$ cat src/rtl/coin_pulse_transmitter.sv
// Coin pulse transmitter: sends 1..3 high pulses on UART_TXD per accepted coin,
// followed by a quiet gap. Coin code is one-hot {pentagon, triangle, circle}.
module coin_pulse_transmitter #(
    parameter int PULSE_HIGH = 131072,
    parameter int PULSE_LOW  = 131072,
    parameter int GAP_CYCLES = 70000000
) (
    input  logic       CLOCK_50,
    input  logic       reset,
    input  logic       coin_valid,
    input  logic [2:0] coin,
    output logic       coin_ready,
    output logic       UART_TXD,
    output logic       busy,
    output logic       coin_error,
    output logic [7:0] sent_count
);

    localparam logic [26:0] T_HIGH = 27'(PULSE_HIGH);
    localparam logic [26:0] T_LOW  = 27'(PULSE_LOW);
    localparam logic [26:0] T_GAP  = 27'(GAP_CYCLES);

    typedef enum logic [1:0] {IDLE, HIGH, LOW, GAP} state_t;

    state_t      state, state_nxt;
    logic [26:0] timer, timer_nxt;
    logic [1:0]  pcnt, pcnt_nxt;
    logic [1:0]  coin_n;
    logic        err_nxt;
    logic        cnt_inc;

    // Pulse count for the presented code; zero marks a non-one-hot code.
    always_comb begin
        coin_n = 2'd0;
        case (coin)
            3'b001:  coin_n = 2'd1;
            3'b010:  coin_n = 2'd2;
            3'b100:  coin_n = 2'd3;
            default: coin_n = 2'd0;
        endcase
    end

    always_comb begin
        state_nxt = state;
        timer_nxt = timer;
        pcnt_nxt  = pcnt;
        err_nxt   = 1'b0;
        cnt_inc   = 1'b0;
        case (state)
            IDLE: begin
                if (coin_valid) begin
                    if (coin_n != 2'd0) begin
                        state_nxt = HIGH;
                        timer_nxt = T_HIGH;
                        pcnt_nxt  = coin_n;
                    end else begin
                        err_nxt = 1'b1;
                    end
                end
            end
            HIGH: begin
                if (timer <= 27'd1) begin
                    state_nxt = LOW;
                    timer_nxt = T_LOW;
                end else begin
                    timer_nxt = timer - 27'd1;
                end
            end
            LOW: begin
                if (timer <= 27'd1) begin
                    pcnt_nxt = pcnt - 2'd1;
                    if (pcnt > 2'd1) begin
                        state_nxt = HIGH;
                        timer_nxt = T_HIGH;
                    end else begin
                        state_nxt = GAP;
                        timer_nxt = T_GAP;
                    end
                end else begin
                    timer_nxt = timer - 27'd1;
                end
            end
            GAP: begin
                if (timer <= 27'd1) begin
                    state_nxt = IDLE;
                    timer_nxt = 27'd0;
                    cnt_inc   = 1'b1;
                end else begin
                    timer_nxt = timer - 27'd1;
                end
            end
            default: state_nxt = IDLE;
        endcase
    end

    // TXD is registered from the next state so it rises on the cycle after acceptance.
    always_ff @(posedge CLOCK_50) begin
        if (reset) begin
            state      <= IDLE;
            timer      <= 27'd0;
            pcnt       <= 2'd0;
            UART_TXD   <= 1'b0;
            coin_error <= 1'b0;
            sent_count <= 8'd0;
        end else begin
            state      <= state_nxt;
            timer      <= timer_nxt;
            pcnt       <= pcnt_nxt;
            UART_TXD   <= (state_nxt == HIGH);
            coin_error <= err_nxt;
            if (cnt_inc)
                sent_count <= sent_count + 8'd1;
        end
    end

    assign coin_ready = (state == IDLE);
    assign busy       = (state != IDLE);

endmodule

$ cat config.mk
export PLATFORM = sky130hd
export DESIGN_NAME = coin_pulse_transmitter
export DESIGN_NICKNAME = d
export VERILOG_FILES = /design/src/rtl/coin_pulse_transmitter.sv
export SDC_FILE = /design/constraint.sdc
export NUM_CORES = 1
export LEC_CHECK = 0
export ABC_AREA = 0
export BUFFER_PORTS_ARGS = -buffer_cell sky130_fd_sc_hd__buf_4
export CAP_MARGIN = 25
export CORE_ASPECT_RATIO = 1.25
export CORE_MARGIN = 10
export CORE_UTILIZATION = 35
export DETAILED_ROUTE_END_ITERATION = 6
export SETUP_SLACK_MARGIN = 0.4
export SLEW_MARGIN = 25
export SYNTH_ARGS = -nofsm -noshare
export SYNTH_HDL_FRONTEND = slang
export SYNTH_SLANG_ARGS = --single-unit
$ cat constraint.sdc
create_clock -name CLOCK_50 -period 3.85 [get_ports CLOCK_50]
set_clock_uncertainty 0.2 [all_clocks]
set_input_delay 0.77 -clock CLOCK_50 [delete_from_list [all_inputs] [get_ports CLOCK_50]]
set_output_delay 0.77 -clock CLOCK_50 [all_outputs]
set_load 0.02 [all_outputs]
; After elaboration in Yosys (flattened, before gate mapping)
; Index checks and enable logic that the tools add are counted.
[op_classes]
n_reduce_logical = 7
n_bitwise = 2
addsub = 3
order_cmp = 2
mux = 22
n_eq_ne = 10
[ops]
columns = operator, n
row1 = $mux 27, 6
row2 = $pmux 27 s4, 1
row3 = $le 27x1->1 const B, 1
row4 = $sub 27x1->27 const B, 1
row5 = $mux 2, 9
row6 = $add 8x1->8 const B, 1
row7 = $pmux 2 s4, 1
row8 = $pmux 2 s3, 1
row9 = $reduce_bool 2->1, 3
row10 = $eq 2x1->1 const B, 2
row11 = $eq 2x2->1 const B, 2
row12 = $ne 2x2->1 const B, 2
row13 = $pmux 2 s2, 1
row14 = $reduce_and 4->1, 1
row15 = $eq 3x1->1 const B, 1
row16 = $eq 3x2->1 const B, 1
row17 = $eq 3x3->1 const B, 1
row18 = $mux 1, 3
row19 = $reduce_or 3->1, 1
row20 = $gt 2x1->1 const B, 1
row21 = $logic_not 2->1, 1
row22 = $ne 2x1->1 const B, 1
row23 = $not 1->1, 2
row24 = $reduce_and 2->1, 1
row25 = $sub 2x1->2 const B, 1
[totals]
word_cells = 52
register_bits = 41
inputBits = 6

; Depth between registers and ports, before layout
[depth]
word_depth = 7
ltp_mapped = 8
mapped_depth_nobuf = 8

; Worst setup path before layout
; OpenSTA, ideal clock, no wires.
[synth_path]
kind = in2reg
start = input port coin[1]
end = register timer[2]
path_stages = 7
path_slack_ps = 1320
required_time_ps = 3576
t_arrival_ps = 2255
cell_sequence = xnor2_1 -> o22ai_1 -> a21oi_1 -> nor2b_1 -> clkbuf_1 -> o21ai_0 -> o21ai_0
[synth_between]
elab_chain_len = 5
elab_cells_between_ends = 7
cone_classes = 4 x eq/ne / 1 x mux / 2 x reduce/logical
[synth_lines]
columns = element, line_no
row1 = "start, declared", 11  ; input logic [2:0] coin,
row2 = $eq 3x3->1 (tied with other cells), 35  ; case (coin)
row3 = $pmux 2 s3 *, 35
row4 = $reduce_bool 2->1 *, 52  ; if (coin_n != 2'd0) begin
row5 = $ne 2x1->1 (no source line) *, n/a
row6 = $reduce_and 2->1 (no source line) *, n/a
row7 = "end signal, assigned", 107  ; timer <= timer_nxt;
row8 = "end, declared", 26  ; logic [26:0] timer, timer_nxt;
; Every way passes the cells marked *; elsewhere a longest branch is shown, timed or not.
; A chain may end at the register's enable or synchronous reset.

; Worst setup path after layout
[layout_path]
start = register timer[20]
end = register sent_count[5]
[layout_between]
elab_chain_len = 3
[layout_lines]
columns = element, line_no
row1 = $le 27x1->1, 84  ; if (timer <= 27'd1) begin
row2 = $mux 1, 84
row3 = $mux 1, 49  ; case (state)
row4 = "end signal, assigned", 112  ; sent_count <= sent_count + 8'd1;
row5 = "end, declared", 16  ; output logic [7:0] sent_count
; No other way between the ends.

==> flow_metrics.py <==
metrics = {
    "timing": {
        "slew_headroom_pct": 51.5,
        "fmax_ghz": 0.362,
        "finalMaxSlewViolations": 0,
        "rsz0062_at_grt": "no",
        "setup_viol_count_final": 0,
        "finalCritPeriodShare_pct": 71.7,
        "period_needed_ps": 2760,
        "max_slew.worst_pin.slew_ps": 723,
        "finalSetupTns_ps": 0,
        "hold_viol_final": 0,
    },
    "floorplan": {
        "io_pins": 18,
        "fp.coreArea_sq_um": 6250,
        "start_util_pct": 36.6,
        "die_area_sq_um": 10200,
        "die-height_um": 110,
        "die_x_um": 92.3,
        "rows": 32,
    },
    "worst_setup_path": {
        "slowest_stage": "or4_1",
        "crit_top_cell": "or3_1",
        "cp_max_fo": 9,
        "cp_cell_sequence": "or3_1 > or3_1 > nor3_2 > o21ai_2 > or4_1 > a21oi_1",
        "crit_path_start_kind": "register",
        "criticalPathCategory": "register to register",
        "cp-end-kind": "register",
        "crit_required_ps": 3890,
        "slowest_delay_ps": 530,
        "arrival_ps": 2800,
    },
    "cts": {
        "htreeDepth": 2,
        "cts.sinks": 41,
        "cts_buffers": 5,
        "cts_tree": "yes",
        "cts_buffer_depth": 2,
        "clockRootBuffer": "clkbuf_8",
        "cts_resized": 0,
        "clk_latency_ps": 300,
        "cts_setup_buffers": 0,
        "hold_buffers": 0,
        "clkSlewWorstSetupHoldPaths_ps": 80,
    },
    "logic_synthesis": {
        "ys_seq_area_share_pct": 35.9,
        "ys_types": 50,
        "synth_cells": 283,
        "syn_nets": 293,
        "ys_warn_count": 0,
        "synthArstFlopShare_pct": 0,
        "synth_edf_count": 0,
        "syn_avg_cell_area_sq_um": 8.09,
        "ys_ff_latch": 41,
        "syn-cell-area_sq_um": 2290,
        "ys.flop_type": "dfxtp_1",
    },
    "detailed_routing": {
        "ant_nets": 0,
        "routed_via_density": 5.76,
        "vias": 2245,
        "avgRoutedWirePerCell_um": 15.8,
        "drc": 0,
        "drtPass1Iterations": 4,
        "routed_wl_um": 6170,
        "initialDrtViolationCount": 155,
    },
    "grt": {
        "antenna_found_initial": 0,
        "grt_pass1_wl_um": 10300,
        "first_global_vias": 2116,
        "grt_util_all_layers_pct": 11.9,
        "grt_max_degree": 34,
        "grt_overflow": 0,
    },
    "final_layout": {
        "layout_commonest_cell": "dfxtp_1",
        "drive_gt1_share_pct": 13.8,
        "fillers": 693,
        "diodes": 0,
        "nets": 314,
        "syn2layout_area_growth_pct": 15.9,
        "final_cell_mix": "41 x dfxtp_1, 24 x a21oi_1, 24 x buf_4",
    },
    "place": {
        "dp_hpwl_um": 4470,
        "gp_congestion": 0.856,
        "numPortBuffers": 17,
    },
    "outcome": {
        "status": "finished clean",
    },
    "min_path": {
        "hold_path_class": "register to register",
    },
    "run": {
        "drv_cap": 0,
    },
}
## path summary, 6_finish.rpt
| check | startpoint | end | slack (ps) | cells past startpoint |
|---|---|---|---|---|
| min | timer[13] | timer[13] | 290 | 2 |
| max | timer[20] | sent_count[5] | 1090 | 6 |
| min reg2reg | timer[13] | timer[13] | 290 | 2 |
| max reg2reg | timer[20] | sent_count[5] | 1090 | 6 |
## layer usage
metal / track usage [%] / routed length [um]
met5: 0 / 0
met4: 4.52 / 115
met2: 20.9 / 3160
met3: 1.76 / 246
met1: 14.1 / 2650
## registers in the layout, summed over array words and instances (netlist names)
| name | count |
|---|---|
| timer | 27 |
| sent_count | 8 |
| pcnt | 2 |
| state | 2 |
| UART_TXD | 1 |
| coin_error | 1 |
## final cells by class
class	instances	area (sq um)	area share, %
multi-input cells	219	1380	52.0
flip-flops and latches	41	821	30.9
repair buffers	24	180	6.79
well taps	85	106	4.01
clock buffers	7	86.3	3.25
inverters	13	48.8	1.84
clock inverters	1	30.0	1.13
## critical path, delay by kind of cell, from the launching register on
family	cells	cell delay (ps)
compound gates	2	350
flops	1	330
simple gates	4	1830
## through the flow
stage | utilization [%] | hold slack (ps) | cells | setup slack (ps) | area, sq um
floorplan | - | 253 | 283 | 1320 | 2290
detailed placement | 40.6 | 279 | 382 | 1120 | 2540
global placement | 40.6 | 271 | 382 | 1150 | 2540
finish | 42.5 | 294 | 390 | 1090 | 2650
global route | 42.5 | 308 | 390 | 853 | 2650
CTS | 42.5 | 294 | 390 | 1090 | 2650
## logic make-up after synthesis
kind of cell | synth area share (%)
AND/OR/NAND/NOR | 30.6
XOR/XNOR | 3.06
AO/OA/AOI/OAI | 22.3
buffers and inverters | 3.83
adder cells (fa/ha/maj) | 2.19
multiplexers | 2.19
flip-flops | 35.9
## Yosys cell counts, types with 2 or more instances
cell | n | area [sq um]
nor4_4 | 2 | 42.5
a31oi_1 | 7 | 43.8
a21oi_1 | 24 | 120
nor2_1 | 20 | 75.1
nand4_1 | 4 | 25.0
nand2_1 | 14 | 52.6
o22ai_1 | 3 | 18.8
a21o_1 | 2 | 15.0
nor3_1 | 10 | 50.1
mux2i_1 | 5 | 50.1
inv_1 | 12 | 45.0
o311ai_0 | 3 | 26.3
ha_1 | 4 | 50.1
nand3_1 | 14 | 70.1
o32ai_1 | 2 | 17.5
nand2b_1 | 8 | 50.1
or4_1 | 5 | 37.5
o31a_1 | 2 | 17.5
o31ai_1 | 3 | 22.5
o211ai_1 | 4 | 30.0
nor3_2 | 2 | 20.0
clkbuf_1 | 9 | 33.8
nor4_1 | 7 | 43.8
o41ai_1 | 2 | 17.5
xnor2_1 | 3 | 26.3
o2111ai_1 | 2 | 17.5
or2_2 | 4 | 25.0
o21ai_0 | 22 | 110
or3_1 | 18 | 113
xor2_1 | 5 | 43.8
and3_1 | 2 | 12.5
dfxtp_1 | 41 | 821
Power is left out: the tool's default activity adds up to more than one toggle a clock period on the data nets, which glitch-free logic cannot reach.
